<file path="src/rtl/bcd_seg_counter_pkg.sv">
// Shared package myPkg: segment codes, BCD-to-segment encoder, step clamp and FSM state enums
// for the bcd_seg_counter slice.
package myPkg;

    localparam logic [7:0] SEG_BLANK = 8'hFF;
    localparam logic [7:0] SEG_D0    = 8'hC0;
    localparam logic [7:0] SEG_D1    = 8'hF9;
    localparam logic [7:0] SEG_D2    = 8'hA4;
    localparam logic [7:0] SEG_D3    = 8'hB0;
    localparam logic [7:0] SEG_D4    = 8'h99;
    localparam logic [7:0] SEG_D5    = 8'h92;
    localparam logic [7:0] SEG_D6    = 8'h82;
    localparam logic [7:0] SEG_D7    = 8'hF8;
    localparam logic [7:0] SEG_D8    = 8'h80;
    localparam logic [7:0] SEG_D9    = 8'h90;

    typedef enum logic [1:0] {
        DB_IDLE       = 2'd0,
        DB_PRESS_WAIT = 2'd1,
        DB_HELD       = 2'd2,
        DB_REL_WAIT   = 2'd3
    } db_state_e;

    typedef enum logic {
        CNT_IDLE   = 1'b0,
        CNT_UPDATE = 1'b1
    } cnt_state_e;

    // Non-BCD codes fall back to blank so a corrupted digit never shows a bogus glyph.
    function automatic logic [7:0] bcd_to_seg(input logic [3:0] digit);
        logic [7:0] code;
        case (digit)
            4'd0:    code = SEG_D0;
            4'd1:    code = SEG_D1;
            4'd2:    code = SEG_D2;
            4'd3:    code = SEG_D3;
            4'd4:    code = SEG_D4;
            4'd5:    code = SEG_D5;
            4'd6:    code = SEG_D6;
            4'd7:    code = SEG_D7;
            4'd8:    code = SEG_D8;
            4'd9:    code = SEG_D9;
            default: code = SEG_BLANK;
        endcase
        return code;
    endfunction

    function automatic logic [3:0] clamp_step(input logic [3:0] step);
        return (step > 4'd9) ? 4'd9 : step;
    endfunction

endpackage

</file>
<file path="src/rtl/bcd_seg_counter_btn_debounce.sv">
// Two-flop synchronizer plus debouncer FSM for the active-low push button; emits a
// one-cycle o_press pulse per accepted press and requires a debounced release before re-arming.
module btn_debounce
    import myPkg::*;
#(
    parameter int DEBOUNCE_CYC = 4
) (
    input  logic clk,
    input  logic rst_n,
    input  logic btn,
    output logic o_press
);

    localparam int CNT_W = $clog2(DEBOUNCE_CYC + 1);
    localparam logic [CNT_W-1:0] CNT_LAST = CNT_W'(DEBOUNCE_CYC - 1);

    logic [1:0]       r_sync;
    db_state_e        r_state;
    db_state_e        w_state_nxt;
    logic [CNT_W-1:0] r_cnt;
    logic [CNT_W-1:0] w_cnt_nxt;
    logic             r_press;
    logic             w_press_nxt;
    logic             w_sync;

    assign w_sync  = r_sync[1];
    assign o_press = r_press;

    // Synchronizer resets to the released level so reset never looks like a press.
    always_ff @(posedge clk or negedge rst_n) begin
        if (!rst_n) begin
            r_sync <= 2'b11;
        end else begin
            r_sync <= {r_sync[0], btn};
        end
    end

    // Debouncer state, stability counter and registered accept pulse.
    always_ff @(posedge clk or negedge rst_n) begin
        if (!rst_n) begin
            r_state <= DB_IDLE;
            r_cnt   <= '0;
            r_press <= 1'b0;
        end else begin
            r_state <= w_state_nxt;
            r_cnt   <= w_cnt_nxt;
            r_press <= w_press_nxt;
        end
    end

    // r_cnt holds the number of consecutive matching samples already seen in a WAIT state.
    always_comb begin
        w_state_nxt = r_state;
        w_cnt_nxt   = '0;
        w_press_nxt = 1'b0;
        case (r_state)
            DB_IDLE: begin
                if (!w_sync) begin
                    w_state_nxt = DB_PRESS_WAIT;
                    w_cnt_nxt   = CNT_W'(1);
                end else begin
                    w_state_nxt = DB_IDLE;
                end
            end
            DB_PRESS_WAIT: begin
                if (w_sync) begin
                    w_state_nxt = DB_IDLE;
                end else if (r_cnt == CNT_LAST) begin
                    w_state_nxt = DB_HELD;
                    w_press_nxt = 1'b1;
                end else begin
                    w_cnt_nxt = r_cnt + CNT_W'(1);
                end
            end
            DB_HELD: begin
                if (w_sync) begin
                    w_state_nxt = DB_REL_WAIT;
                    w_cnt_nxt   = CNT_W'(1);
                end else begin
                    w_state_nxt = DB_HELD;
                end
            end
            DB_REL_WAIT: begin
                if (!w_sync) begin
                    w_state_nxt = DB_HELD;
                end else if (r_cnt == CNT_LAST) begin
                    w_state_nxt = DB_IDLE;
                end else begin
                    w_cnt_nxt = r_cnt + CNT_W'(1);
                end
            end
            default: begin
                w_state_nxt = DB_IDLE;
            end
        endcase
    end

endmodule

</file>
<file path="src/rtl/bcd_seg_counter.sv">
// Debounced push-button BCD up/down counter driving NUM_DIGITS seven-segment displays.
// Optional leading-zero blanking is enabled by defining SEG_LEADING_ZERO_BLANK_EN.
module bcd_seg_counter
    import myPkg::*;
#(
    parameter int NUM_DIGITS   = 3,
    parameter int DEBOUNCE_CYC = 4
) (
    input  logic       clk,
    input  logic       rst_n,
    input  logic       btn,
    input  logic [3:0] sw,
    input  logic       up_dn,
    output logic [7:0] seg [0:NUM_DIGITS-1],
    output logic       busy,
    output logic       wrap
);

    localparam int IDX_W = (NUM_DIGITS > 1) ? $clog2(NUM_DIGITS) : 1;
    localparam logic [IDX_W-1:0] LAST_IDX = IDX_W'(NUM_DIGITS - 1);

    logic                       w_press;
    cnt_state_e                 r_state;
    cnt_state_e                 w_state_nxt;
    logic [NUM_DIGITS-1:0][3:0] r_disp;
    logic [NUM_DIGITS-1:0][3:0] r_shadow;
    logic [NUM_DIGITS-1:0][3:0] w_shadow_nxt;
    logic [NUM_DIGITS-1:0][3:0] w_disp_nxt;
    logic [3:0]                 r_step;
    logic                       r_up;
    logic [IDX_W-1:0]           r_idx;
    logic                       r_carry;
    logic                       r_busy;
    logic                       r_wrap;
    logic [7:0]                 r_seg     [0:NUM_DIGITS-1];
    logic [7:0]                 w_seg_nxt [0:NUM_DIGITS-1];
    logic                       w_last;
    logic [3:0]                 w_cur;
    logic [3:0]                 w_operand;
    logic                       w_cin;
    logic [4:0]                 w_sum;
    logic [4:0]                 w_sum_adj;
    logic [4:0]                 w_diff;
    logic [3:0]                 w_digit_nxt;
    logic                       w_cout;

    btn_debounce #(
        .DEBOUNCE_CYC (DEBOUNCE_CYC)
    ) u_btn_debounce (
        .clk     (clk),
        .rst_n   (rst_n),
        .btn     (btn),
        .o_press (w_press)
    );

    assign seg  = r_seg;
    assign busy = r_busy;
    assign wrap = r_wrap;
    assign w_last = (r_state == CNT_UPDATE) && (r_idx == LAST_IDX);

    // Counter FSM next state; presses arriving mid-update are dropped.
    always_comb begin
        w_state_nxt = r_state;
        case (r_state)
            CNT_IDLE: begin
                if (w_press) begin
                    w_state_nxt = CNT_UPDATE;
                end else begin
                    w_state_nxt = CNT_IDLE;
                end
            end
            CNT_UPDATE: begin
                if (r_idx == LAST_IDX) begin
                    w_state_nxt = CNT_IDLE;
                end else begin
                    w_state_nxt = CNT_UPDATE;
                end
            end
            default: begin
                w_state_nxt = CNT_IDLE;
            end
        endcase
    end

    // One BCD digit add/subtract; only digit 0 sees the step, the rest only the carry/borrow.
    always_comb begin
        w_cur       = r_shadow[r_idx];
        w_operand   = (r_idx == '0) ? r_step : 4'd0;
        w_cin       = (r_idx == '0) ? 1'b0 : r_carry;
        w_sum       = {1'b0, w_cur} + {1'b0, w_operand} + {4'd0, w_cin};
        w_sum_adj   = w_sum - 5'd10;
        w_diff      = {1'b0, w_cur} - {1'b0, w_operand} - {4'd0, w_cin};
        w_digit_nxt = 4'd0;
        w_cout      = 1'b0;
        if (r_up) begin
            if (w_sum > 5'd9) begin
                w_digit_nxt = w_sum_adj[3:0];
                w_cout      = 1'b1;
            end else begin
                w_digit_nxt = w_sum[3:0];
                w_cout      = 1'b0;
            end
        end else begin
            if (w_diff[4]) begin
                w_digit_nxt = w_diff[3:0] + 4'd10;
                w_cout      = 1'b1;
            end else begin
                w_digit_nxt = w_diff[3:0];
                w_cout      = 1'b0;
            end
        end
        w_shadow_nxt        = r_shadow;
        w_shadow_nxt[r_idx] = w_digit_nxt;
        w_disp_nxt          = w_last ? w_shadow_nxt : r_disp;
    end

    // Segment encode of the value the display register will hold after this edge.
`ifdef SEG_LEADING_ZERO_BLANK_EN
    always_comb begin
        logic v_lead;
        v_lead = 1'b1;
        for (int i = NUM_DIGITS - 1; i >= 0; i--) begin
            if ((i != 0) && v_lead && (w_disp_nxt[i] == 4'd0)) begin
                w_seg_nxt[i] = SEG_BLANK;
            end else begin
                v_lead       = 1'b0;
                w_seg_nxt[i] = bcd_to_seg(w_disp_nxt[i]);
            end
        end
    end
`else
    always_comb begin
        for (int i = 0; i < NUM_DIGITS; i++) begin
            w_seg_nxt[i] = bcd_to_seg(w_disp_nxt[i]);
        end
    end
`endif

    // Counter datapath, status flags and registered segment outputs.
    always_ff @(posedge clk or negedge rst_n) begin
        if (!rst_n) begin
            r_state  <= CNT_IDLE;
            r_disp   <= '0;
            r_shadow <= '0;
            r_step   <= 4'd0;
            r_up     <= 1'b1;
            r_idx    <= '0;
            r_carry  <= 1'b0;
            r_busy   <= 1'b0;
            r_wrap   <= 1'b0;
            for (int i = 0; i < NUM_DIGITS; i++) begin
`ifdef SEG_LEADING_ZERO_BLANK_EN
                r_seg[i] <= (i == 0) ? SEG_D0 : SEG_BLANK;
`else
                r_seg[i] <= SEG_D0;
`endif
            end
        end else begin
            r_state <= w_state_nxt;
            r_disp  <= w_disp_nxt;
            r_seg   <= w_seg_nxt;
            r_wrap  <= 1'b0;
            case (r_state)
                CNT_IDLE: begin
                    if (w_press) begin
                        r_step   <= clamp_step(sw);
                        r_up     <= up_dn;
                        r_idx    <= '0;
                        r_carry  <= 1'b0;
                        r_shadow <= r_disp;
                        r_busy   <= 1'b1;
                    end
                end
                CNT_UPDATE: begin
                    r_shadow <= w_shadow_nxt;
                    r_carry  <= w_cout;
                    if (w_last) begin
                        r_busy <= 1'b0;
                        r_wrap <= w_cout;
                    end else begin
                        r_idx <= r_idx + IDX_W'(1);
                    end
                end
                default: begin
                    r_busy <= 1'b0;
                end
            endcase
        end
    end

endmodule
</file>
<file path="config.mk">
export PLATFORM = sky130hd
export DESIGN_NAME = bcd_seg_counter
export DESIGN_NICKNAME = d
export VERILOG_FILES = /design/src/rtl/bcd_seg_counter_pkg.sv /design/src/rtl/bcd_seg_counter_btn_debounce.sv /design/src/rtl/bcd_seg_counter.sv
export SDC_FILE = /design/constraint.sdc
export NUM_CORES = 1
export LEC_CHECK = 0
export ABC_AREA = 1
export CAP_MARGIN = 20
export CORE_MARGIN = 2
export CORE_UTILIZATION = 52
export DETAILED_ROUTE_END_ITERATION = 10
export PLACE_DENSITY = 0.77
export SYNTH_ARGS = -nofsm -noshare
export SYNTH_HDL_FRONTEND = slang
export SYNTH_SLANG_ARGS = --single-unit
export TNS_END_PERCENT = 5
</file>
<file path="constraint.sdc">
create_clock -name clk -period 4 [get_ports clk]
set_clock_uncertainty 0.15 [all_clocks]
set_input_delay 0.4 -clock clk [delete_from_list [all_inputs] [get_ports clk]]
set_output_delay 0.4 -clock clk [all_outputs]
set_load 0.02 [all_outputs]
</file>
==> reports/metrics.yaml <==
ys.flop_type: "dfrtp_1"
hold_slack_ns: -0.008687
postSynthAreaPerCell_um2: 8.316
cts_tree: "built"
slew_viol_final: 0
cts_htree_levels: 3
die_w_um: 89.12
drc: 0
io_buffers: 30
violations: "hold timing"
synth_area_um2: 3767
period_needed_ns: 3.807
rows: 31
max_freq_mhz: 262.7
synth_edf_count: 0
reg2reg_slack_ns: 0.19
slew_headroom_pct: 47.53
yosysWarnings: 0
rr_endpoint: "seg[11]$_DFF_PN0_"
critical_path.slowest_cell: "dfrtp_2"
grt_overflow_total: 0
drt-total-wl_um: 8013
place_congestion: 0.9236
drt_iter0_markers: 215
multi_input_area_um2: 1943
dp_hpwl_um: 5741
crit_top_cell: "nand2_1"
dr.pass1.iters: 4
antenna_found_initial: 0
vias: 3066
required_ns: 4.13
die_area_um2: 7941
crit_path_max_fanout: 5
reg2reg_depth: 26
die_h_um: 89.12
ant_nets: 0
endpoint_kind: "flip-flop"
root_buffer: "clkbuf_8"
grt_pass1_wl_um: 13090
n_fill_cell: 613
finalHoldViolCount: 25
async_reset_ff_share_pct: 100.0
status: "finished, violations left"
numCtsBuffers: 9
criticalPathCategory: "reg2reg"
synth.distinct_cells: 34
hp-class: "in2async"
max_cap_viol_count: 0
io_pins: 34
floorplan.initialDensity_pct: 52.79
crit_buf_inv: 4
fin_tns_setup_ns: 0
setup-violations-final: 0
first_global_vias: 2874
crit_family: "simple AND/OR/NAND/NOR gates"
track_usage_pct: 21.45
wl_per_cell_um: 13.20
regArea_um2: 1610
arrival_ns: 3.94
critPathLaunchType: "flip-flop"
layout-drive-gt1-share_pct: 20.28
ys_ff_latch: 64
worst_pin_slew_ns: 0.7870
period_share_pct: 95.17
worstSkewPairLatency_ns: 0.34
diodes: 0
cp_slowest_stage_delay_ns: 0.45
synthCells: 453
grt_max_degree: 37
cts_max_path_buffers: 2
r2r-start: "r_idx[0]$_DFFE_PN0P_"
areaGrowthSynthToFinish_pct: 21.52
ys_seq_area_share_pct: 42.71
clock_sinks: 64
core_um2: 7137
nets: 543
viasPerCell: 5.051
clk_pin_slew_ns: 0.08
cells in the final DEF, fill, tap and decap left out, types with 7 or more instances in the layout:
cell type and count:
clkdlybuf4s50_1 29, inv_1 57, nand2_1 138, nand2_2 12
nand3_2 12, nand3_1 28, nand2_4 7, inv_2 10
buf_4 16, nor2_1 13, clkbuf_8 10, o211ai_1 10
o21ai_0 16, ha_1 27, dfrtp_1 57
metal layers:
layer / vias up / GRT usage [%] / wire, um
li1: 1527 / - / -
met2: 56 / 35.49 / 4013
met3: 11 / 4.524 / 323
met5: - / 0 / 0
met4: 0 / 8.548 / 119
met1: 1472 / 27.53 / 3558
cell type report:
cell class | instances | area share, %
clock buffers | 10 | 3.006
clock inverters | 6 | 1.968
inverters | 68 | 5.630
multi-input cells | 314 | 42.44
flip-flops and latches | 64 | 35.17
well taps | 99 | 2.706
repair buffers | 46 | 9.074
cell families after synthesis:
| group | synth area share [%] |
|---|---|
| XOR/XNOR | 0.4650 |
| other | 0.09954 |
| buffers and inverters | 8.004 |
| AO/OA/AOI/OAI | 8.901 |
| AND/OR/NAND/NOR | 28.59 |
| adder cells (fa/ha/maj) | 11.23 |
| flip-flops | 42.71 |
worst max path at each step:
stage               cells past startpoint                 to                 start
floorplan                              22   seg[3]$_DFF_PN0_  r_idx[0]$_DFFE_PN0P_
global placement                       25  seg[12]$_DFF_PN0_  r_idx[0]$_DFFE_PN0P_
global route                           26  seg[12]$_DFF_PN0_  r_idx[0]$_DFFE_PN0P_
CTS                                    25  seg[12]$_DFF_PN0_  r_idx[0]$_DFFE_PN0P_
detailed placement                     25  seg[12]$_DFF_PN0_  r_idx[0]$_DFFE_PN0P_
finish                                 26  seg[11]$_DFF_PN0_  r_idx[0]$_DFFE_PN0P_
registers in the layout, summed over array words and instances (netlist names), named ones only:
name                    flops
busy                        1
r_carry                     1
r_disp                     12
r_idx                       2
r_shadow                   12
r_state                     1
r_step                      4
r_up                        1
seg                        21
u_btn_debounce.o_press      1
u_btn_debounce.r_cnt        3
u_btn_debounce.r_state      1
u_btn_debounce.r_sync       2
wrap                        1
cells in the mapped netlist (2+ instances only):
library cell / count / area share [%]
nand2_2: 9 / 1.5
inv_1: 63 / 6.3
nor2_1: 14 / 1.4
a21oi_1: 5 / 0.66
clkbuf_1: 5 / 0.50
o211ai_1: 10 / 2.0
inv_2: 5 / 0.50
or2_2: 4 / 0.66
xor2_1: 2 / 0.47
nor3_1: 2 / 0.27
dfstp_2: 6 / 4.2
buf_4: 3 / 0.60
ha_1: 29 / 9.6
o221ai_1: 3 / 0.70
fa_1: 3 / 1.6
nand3_4: 2 / 0.93
nand2_4: 6 / 1.8
dfrtp_1: 58 / 39
a21oi_2: 2 / 0.47
nand3_1: 34 / 4.5
nand3_2: 7 / 1.9
nand2_1: 142 / 14
o21ai_2: 3 / 0.70
o21ai_1: 3 / 0.40
o21ai_0: 16 / 2.1
o21ai_4: 2 / 0.86
nand3b_1: 6 / 1.2
o21a_1: 3 / 0.60
worst reg2reg max path, delay by kind of cell (launching register included):
kind | cells | cell delay, ns
buf+inv | 4 | 0.22
compound gates | 2 | 0.29
fa+ha+maj | 4 | 1.07
simple gates | 16 | 1.58
flops | 1 | 0.45
per-stage QoR:
| step | instances | util [%] | setup slack (ns) | cell area (um^2) |
|---|---|---|---|---|
| final | 607 | 64.15 | 0.1930 | 4578 |
| after global routing | 607 | 64.15 | -0.09499 | 4578 |
| after CTS | 599 | 62.15 | 0.01218 | 4436 |
| after detailed placement | 583 | 58.96 | 0.03047 | 4208 |
| after global placement | 583 | 58.96 | 0.1798 | 4208 |
| after floorplan | 455 | - | 0.2244 | 3775 |
what timing repair did:
item | 4_1_cts | 5_1_grt
buffers inserted | 0 | 8
hold buffers | 0 | 0
setup endpoints to repair | 0 | 21
resized for setup | 0 | 27
Power is left out: the tool's default activity adds up to more than one toggle a clock period on the data nets, which glitch-free logic cannot reach.
